--- src/rtl/sipo_deframer.sv ---
// Serial-to-parallel deframer: assembles WIDTH-bit words from a qualified bit
// stream, holds one word on a valid/ready port and flags dropped words.
module sipo_deframer #(
  parameter int WIDTH     = 8,
  parameter bit LSB_FIRST = 1'b0,
  parameter int CW        = $clog2(WIDTH)
) (
  input  logic             clk,
  input  logic             rst,
  input  logic             se_in,
  input  logic             bit_en,
  input  logic             sync,
  input  logic             par_ready,
  input  logic             ovf_clr,
  output logic [WIDTH-1:0] par_out,
  output logic             par_valid,
  output logic [CW-1:0]    bit_cnt,
  output logic             ovf
);

  localparam logic [CW-1:0] LAST_CNT = CW'(WIDTH - 1);

  logic [WIDTH-1:0] sh_r;
  logic [CW-1:0]    cnt_r;
  logic [WIDTH-1:0] out_r;
  logic             valid_r;
  logic             ovf_r;

  logic [WIDTH-1:0] word_s;
  logic             last_s;
  logic             complete_s;
  logic             accept_s;
  logic             load_s;
  logic             drop_s;

  function automatic logic [WIDTH-1:0] shift_in(input logic [WIDTH-1:0] cur, input logic b);
    logic [WIDTH-1:0] nxt;
    if (LSB_FIRST) begin
      nxt = {b, cur[WIDTH-1:1]};
    end else begin
      nxt = {cur[WIDTH-2:0], b};
    end
    return nxt;
  endfunction

  // Per-edge decode: a sync'd bit always starts a new word, so it never completes one.
  always_comb begin
    word_s     = shift_in(sh_r, se_in);
    last_s     = (cnt_r == LAST_CNT);
    complete_s = bit_en & ~sync & last_s;
    accept_s   = valid_r & par_ready;
    load_s     = complete_s & (~valid_r | accept_s);
    drop_s     = complete_s & valid_r & ~par_ready;
  end

  // Shift register and bit counter.
  always_ff @(posedge clk) begin
    if (rst) begin
      sh_r  <= '0;
      cnt_r <= '0;
    end else begin
      if (bit_en) begin
        sh_r <= word_s;
      end
      if (sync) begin
        cnt_r <= bit_en ? CW'(1'b1) : '0;
      end else if (bit_en) begin
        cnt_r <= last_s ? '0 : cnt_r + CW'(1'b1);
      end
    end
  end

  // Holding register and valid flag for the parallel handshake.
  always_ff @(posedge clk) begin
    if (rst) begin
      out_r   <= '0;
      valid_r <= 1'b0;
    end else if (load_s) begin
      out_r   <= word_s;
      valid_r <= 1'b1;
    end else if (accept_s && !complete_s) begin
      valid_r <= 1'b0;
    end
  end

  // Sticky overflow; a drop on the same edge as a clear keeps the flag set.
  always_ff @(posedge clk) begin
    if (rst) begin
      ovf_r <= 1'b0;
    end else if (drop_s) begin
      ovf_r <= 1'b1;
    end else if (ovf_clr) begin
      ovf_r <= 1'b0;
    end
  end

  assign par_out   = out_r;
  assign par_valid = valid_r;
  assign bit_cnt   = cnt_r;
  assign ovf       = ovf_r;

endmodule

--- config.mk ---
export PLATFORM = sky130hd
export DESIGN_NAME = sipo_deframer
export DESIGN_NICKNAME = d
export VERILOG_FILES = /design/src/rtl/sipo_deframer.sv
export SDC_FILE = /design/constraint.sdc
export NUM_CORES = 1
export LEC_CHECK = 0
export CORE_ASPECT_RATIO = 1.4
export CORE_MARGIN = 2
export CORE_UTILIZATION = 47
export DETAILED_ROUTE_END_ITERATION = 7
export GPL_TIMING_DRIVEN = 0
export PLACE_DENSITY = 0.76
export SLEW_MARGIN = 5
export SYNTH_ARGS = -nofsm -noshare
export SYNTH_HDL_FRONTEND = slang
export SYNTH_SLANG_ARGS = --single-unit
--- constraint.sdc ---
create_clock -name clk -period 1.75 [get_ports clk]
set_clock_uncertainty 0.1 [all_clocks]
set_input_delay 0.35 -clock clk [delete_from_list [all_inputs] [get_ports clk]]
set_output_delay 0.35 -clock clk [all_outputs]
set_load 0.02 [all_outputs]
==> metrics.md, run 1 <==
| Metric | Value |
|---|---|
| Crit path cell chain | clkdlybuf4s50_1 |
| Final hold slack | 0.3257 ns |
| Die H | 54.82 um |
| M2 GR Usage | 25.00% |
| Period utilization | 96.81% |
| Storage cell area | 400.4 um^2 |
| Area Overhead vs Synth | 26.98% |
| Die area | 2209 um^2 |
| Initial Utilization | 49.36% |
| Kind of critical path | reg2out |
| Hold_sp | rst |
| Most frequent cells in the layout | dfxtp_1, nand2b_1, mux2i_1 |
| Multi-input gate area | 410.4 um^2 |
| DR DRC count | 0 |
| Power Density | 670.6 nW/um^2 |
| Crit-path slowest cell | clkdlybuf4s50_1 |
| Layout cells sized above 1 | 9.804% |
| Critical Path RT | 1.30 ns |
| Synth Warn # | 0 |
| HP Class | in2reg |
| Crit Path Max Fanout | 2 |
| H-tree levels | 1 |
| Clock root buffer | clkbuf_4 |
| Synthesized flop and latch total | 20 |
| TritonCTS Buffers | 3 |
| Yosys cell types | 17 |
| F_max | 0.5903 GHz |
| Crit path time final | 1.694 ns |
| Fill cells | 160 |
| Num ports | 20 |
| M3 GR Usage | 2.439% |
| Crit path buf inv count | 1 |
| Post-DRT Antenna Nets | 0 |
| Drt total wl | 1423 um |
| Largest net degree at the start of global routing | 11 |
| Worst setup EP type | output pin |
| Tot Pwr | 0.0007383 W |
| Worst rel slew slack | 85.12% |
| GRT overflow | 0 |
| Max_cap viols | 0 |
| Sequential area share after synthesis | 46.18% |
| Gpl congestion | 0.6744 |
| Post-CTS Repair Setup Buffers | 0 |
| Final slew viol count | 0 |
| Global Route Usage Sum | 16.58% |
| Avg WL per Cell | 11.66 um |
| Post-Syn Nets | 90 |
| Mean Syn Cell Area | 10.70 um^2 |
| Count of clock tree sinks | 20 |
| Worst Tran Pin Value | 0.2225 ns |
| Area of the core | 1757 um^2 |
| HPWL after detailed placement | 1034 um |
| Grt met1 use | 21.07% |
| Routed vias | 607 |
| First-pass GRT wire length | 2401 um |
| WP data arrival | 1.24 ns |
| Vias in the first global route | 544 |
| Die X | 40.30 um |
| Crit path from | par_out[5]$_SDFFE_PP0P_ |
| CP max stage delay | 0.61 ns |
| Type of origin of the critical path | flop |
| Final Hold Fails | 0 |
| Setup Viol. Count Final | 0 |
| I/O Buffers | 18 |
| CTS hold repair buffers | 0 |
| Initial DRT Pass Iterations | 2 |
| Synthesized instance count | 81 |
| CTS tree | done |
| Peak supply drop | 494.0 uV |
| # diodes | 0 |
| FP Rows | 18 |
| Final nets | 113 |
| Most common cell after layout, fill and taps aside | dfxtp_1 |
| Status | complete, no violations |
| Vias/cell | 4.975 |
| Worst-skew pair later-pin latency | 0.29 ns |
| Antenna violations before repair | 0 |
| Starting DRT DRC Count | 3 |
| Global routing's busiest layer | met2 |
| Synth Cell Area | 867.1 um^2 |
| RSZ-0062 raised after global routing | false |
| Cell leakage power | 0.4899 nW |
| Setup_tns | 0 ns |
| CP top delay family | buffers and inverters |
| Critical register-to-register path startpoint | bit_cnt[0]$_SDFFE_PP0P_ |
| Clock Pin Slew Worst Setup and Hold Paths | 0.11 ns |
| Clock tree buffer depth | 2 |
state kept, by name, indices dropped and copies added, names as in the netlist:
| register | flops |
|---|---|
| sh_r | 7 |
| ovf | 1 |
| par_out | 8 |
| bit_cnt | 3 |
| par_valid | 1 |
synthesized netlist by cell type:
library cell,n,area (um^2)
buf_12,1,20.02
nor3_1,2,10.01
dfxtp_1,20,400.4
nand2b_1,17,106.4
ha_1,2,25.02
mux2i_1,17,170.2
nor2b_1,1,6.260
nand3b_4,1,20.02
inv_1,1,3.750
buf_6,2,22.52
a21oi_1,2,10.01
o22ai_1,1,6.260
o21ai_1,1,5.000
buf_2,2,10.01
nor2b_4,1,13.76
nand2_1,1,3.750
nor2_1,9,33.78
report_power, final:
| group | total (W) | switching [W] | internal [W] |
|---|---|---|---|
| Combinational | 0.0000612 | 0.0000272 | 0.0000340 |
| Clock | 0.000213 | 0.000133 | 0.0000801 |
| Sequential | 0.000464 | 0.00000414 | 0.000460 |
metrics by stage:
step	utilization (%)	setup WS (ns)	cell area (um^2)	cells
final	62.68	0.05584	1101	122
after floorplan	-	0.2307	867.1	81
after global routing	62.68	0.002713	1101	122
after CTS	62.25	0.008981	1094	122
after global placement	61.04	0.08662	1072	119
after detailed placement	61.04	0.04811	1072	119
final timing paths:
check / to / slack (ns) / depth (start not counted)
max: par_out[5] / 0.06 / 1
min: par_out[6]$_SDFFE_PP0P_ / 0.33 / 3
max reg2reg: par_out[0]$_SDFFE_PP0P_ / 0.24 / 6
min reg2reg: par_out[4]$_SDFFE_PP0P_ / 0.38 / 2
timing repair:
action / in CTS / in global routing
setup endpoints to repair: 1 / 3
resized for setup: 1 / 3
pin swaps: 0 / 0
kinds of logic after synthesis:
| family | after synthesis | share of synthesized area, % |
|---|---|---|
| mux | 17 | 19.62 |
| buf+inv | 6 | 6.493 |
| fa+ha+maj | 2 | 2.886 |
| compound gates | 4 | 2.453 |
| simple gates | 32 | 22.37 |
| flops | 20 | 46.18 |
final cells by class:
| cell class | instances | area share, % |
|---|---|---|
| inverters | 1 | 0.3409 |
| flip-flops and latches | 20 | 36.36 |
| repair buffers | 18 | 16.93 |
| clock buffers | 3 | 2.045 |
| plain buffers | 5 | 4.773 |
| well taps | 20 | 2.273 |
| multi-input cells | 55 | 37.27 |
metal layers:
metal | wire [um] | part of all wire [%]
met1 | 679 | 48
met2 | 659 | 46
met3 | 42 | 3.0
met4 | 42 | 3.0
met5 | 0 | 0
(Power assumes the default switching activity.)
==> inputs of run 2 (changes only) <==
--- a/config.mk
+++ b/config.mk
@@ -6,11 +6,11 @@
 export NUM_CORES = 1
 export LEC_CHECK = 0
 export CORE_ASPECT_RATIO = 1.4
-export CORE_MARGIN = 2
-export CORE_UTILIZATION = 47
+export CORE_MARGIN = 1.5
+export CORE_UTILIZATION = 43
 export DETAILED_ROUTE_END_ITERATION = 7
 export GPL_TIMING_DRIVEN = 0
-export PLACE_DENSITY = 0.76
+export PLACE_DENSITY = 0.7
 export SLEW_MARGIN = 5
 export SYNTH_ARGS = -nofsm -noshare
 export SYNTH_HDL_FRONTEND = slang
==> run 2 against run 1 <==
Hold slack got worse by 0.0071 ns; clock-buffer cell count rose by 1; global-route usage fell by 1.8 points; total power rose by 7.0%; final cell count rose by 1.6%; die area rose by 4.0%; sequential power barely moved; critical endpoint is now par_out[4].
==> metrics.md, run 2 (synthesized netlist as in run 1, its figures left out) <==
| Metric | Value |
|---|---|
| Crit path from | par_out[4]$_SDFFE_PP0P_ |
| Most frequent cells in the layout | dfxtp_1, nand2b_1, mux2i_1 |
| R2R depth | 6 (unchanged) |
| Hold depth | 3 (unchanged) |
| Worst Tran Pin Value | 0.2339 ns (+0.01137 ns) |
| Post-DRT Antenna Nets | 0 (unchanged) |
| Critical register-to-register path startpoint | bit_cnt[0]$_SDFFE_PP0P_ |
| Drt total wl | 1351 um (-5.1%) |
| Clock tree buffer depth | 2 (unchanged) |
| Crit-path slowest cell | clkdlybuf4s50_1 |
| Count of clock tree sinks | 20 (unchanged) |
| Sequential share of power | 58.7% (-4.2 points) |
| CTS tree | done |
| R2r setup slk | 0.26 ns (+0.02 ns) |
| RSZ-0062 raised after global routing | false |
| HP Class | in2reg |
| Hold EP | par_out[7]$_SDFFE_PP0P_ |
| Vias/cell | 4.806 (-3.4%) |
| I/O Buffers | 18 (unchanged) |
| Routed vias | 596 (-1.8%) |
| Worst-skew pair later-pin latency | 0.30 ns (about the same) |
| Non-filler cells, final | 124 (+1.6%) |
| Reg-to-reg critical path endpoint | par_out[4]$_SDFFE_PP0P_ |
| Type of origin of the critical path | flop |
| Clock Pin Slew Worst Setup and Hold Paths | 0.11 ns (about the same) |
| Int Pwr | 0.0006205 W (+8.1%) |
| H-tree levels | 1 (unchanged) |
| Crit Path Max Fanout | 2 (unchanged) |
| Status | complete, no violations |
| Worst setup EP type | output pin |
| FP Rows | 19 (+1) |
| Most common cell after layout, fill and taps aside | dfxtp_1 |
| Hold_sp | rst |
| HPWL after detailed placement | 1003 um (-3.1%) |
| Crit path buf inv count | 1 (unchanged) |
| Power Density | 711.2 nW/um^2 (+6.1%) |
| Cell leakage power | 0.4885 nW (-0.28%) |
| Vias in the first global route | 584 (+7.4%) |
| Num ports | 20 (unchanged) |
| Starting DRT DRC Count | 6 (+3) |
| Clock root buffer | clkbuf_4 |
| # diodes | 0 (unchanged) |
| Max_cap viols | 0 (unchanged) |
| Antenna violations before repair | 0 (unchanged) |
| Final hold slack | 0.3186 ns (-0.007091 ns) |
| Final slew viol count | 0 (unchanged) |
| Global Route Usage Sum | 14.77% (-1.8 points) |
| Initial DRT Pass Iterations | 4 (+2) |
| Period utilization | 97.23% (+0.42 points) |
| CP top delay family | buffers and inverters |
| Avg WL per Cell | 10.90 um (-6.6%) |
| Layout cells sized above 1 | 10.68% (+0.88 points) |
| Post-CTS Repair Setup Buffers | 0 (unchanged) |
| Final nets | 113 (unchanged) |
| F_max | 0.5877 GHz (-0.43%) |
| First-pass GRT wire length | 2428 um (+1.1%) |
| Utilization after layout | 57.70% (-5.0 points) |
| Storage cell area | 400.4 um^2 (unchanged) |
| Area Overhead vs Synth | 28.14% |
| DR DRC count | 0 (unchanged) |
| TritonCTS Buffers | 3 (unchanged) |
| CP max stage delay | 0.60 ns (about the same) |
| Die X | 40.95 um (+1.6%) |
| Multi-input gate area | 410.4 um^2 (unchanged) |
| NetSw | 0.0001697 W (+3.3%) |
| Setup Viol. Count Final | 0 (unchanged) |
| Clock network fraction of total power | 33.6% (+4.7 points) |
| Worst rel slew slack | 84.38% (-0.74 points) |
| Critical Path RT | 1.30 ns (about the same) |
| Crit path cell chain | clkdlybuf4s50_1 |
| Placed cell count | 120 (+0.84%) |
| Die area | 2299 um^2 (+4.0%) |
| Net Sw Frac | 21.47% (-0.77 points) |
| GRT overflow | 0 (unchanged) |
| Comb power frac | 7.6% (-0.7 points) |
| Largest net degree at the start of global routing | 12 (+1) |
| Crit path time final | 1.701 ns (+0.007295 ns) |
| Area of the core | 1926 um^2 (+9.6%) |
| Max reg flops | 8 (unchanged) |
| Initial Utilization | 45.03% (-4.3 points) |
| Setup_tns | 0 ns (unchanged) |
| Final Hold Fails | 0 (unchanged) |
| Die H | 56.13 um (+2.4%) |
| WP data arrival | 1.25 ns (about the same) |
| Peak supply drop | 438.8 uV (-11%) |
| Kind of critical path | reg2out |
| Tot Pwr | 0.0007902 W (+7.0%) |
| Fill cells | 172 (+7.5%) |
| Gpl congestion | 0.6326 (-6.2%) |
run 2: cell count changes in the layout (fill, tap and decap cells not counted):
cell,change
dlymetal6s2s_1,-1
clkdlybuf4s50_1,-1
clkbuf_8,+1
dlygate4sd2_1,+2
run 2: timing repair:
| action | CTS | global route |
|---|---|---|
| hold buffers | 0 | 0 |
| setup endpoints to repair | 3 | 2 |
| gates resized for setup | 3 | 2 |
run 2: worst register-to-register path: cells and delay by family (launching register included):
| kind | cells | cell delay (ns) |
|---|---|---|
| simple gates | 2 | 0.25 |
| buf+inv | 1 | 0.14 |
| fa+ha+maj | 2 | 0.38 |
| flops | 1 | 0.39 |
| mux | 1 | 0.18 |
run 2: power by group through the flow:
stage,Clock [W],Combinational (W),Sequential [W]
after floorplan,0,0.0000352,0.000476
after global placement,0,0.0000619,0.000474
after detailed placement,0,0.0000626,0.000474
after CTS,0.000277,0.0000616,0.000464
after global routing,0.000291,0.0000658,0.000465
final,0.000266,0.0000604,0.000464
run 2: area by class of cell:
type / count / area share, %
Inverter: 1 / 0.3378
Tap cell: 21 / 2.365
Clock buffer: 4 / 3.266
Buffer: 5 / 4.730
Sequential cell: 20 / 36.04
Multi-Input combinational cell: 55 / 36.94
Timing Repair Buffer: 18 / 16.33
run 2: through the flow:
step           setup WS (ns)  instance area (um^2)
6_report             0.04855                  1111
5_1_grt             0.005964                  1111
4_1_cts              0.02857                  1106
3_5_place_dp         0.05164                  1074
3_3_place_gp         0.08049                  1074
2_1_floorplan         0.2307                 867.1
run 2: worst max path at each step:
stage                                          to  slack, ns  cells past startpoint
final                                  par_out[4]       0.05                      1
after global routing                   par_out[6]      0.006                      1
after CTS                               par_valid       0.03                      1
after detailed placement  par_out[1]$_SDFFE_PP0P_       0.05                      5
after global placement    par_out[5]$_SDFFE_PP0P_       0.08                      5
after floorplan           par_out[0]$_SDFFE_PP0P_       0.23                      6
run 2: layer usage:
metal  vias to the layer above  wire, um  global-route usage, %
met4                         0        27                  7.143
met3                         4        47                  2.400
li1                        309         -                      -
met5                         -         0                      0
met1                       274       642                  18.78
met2                         9       634                  22.77
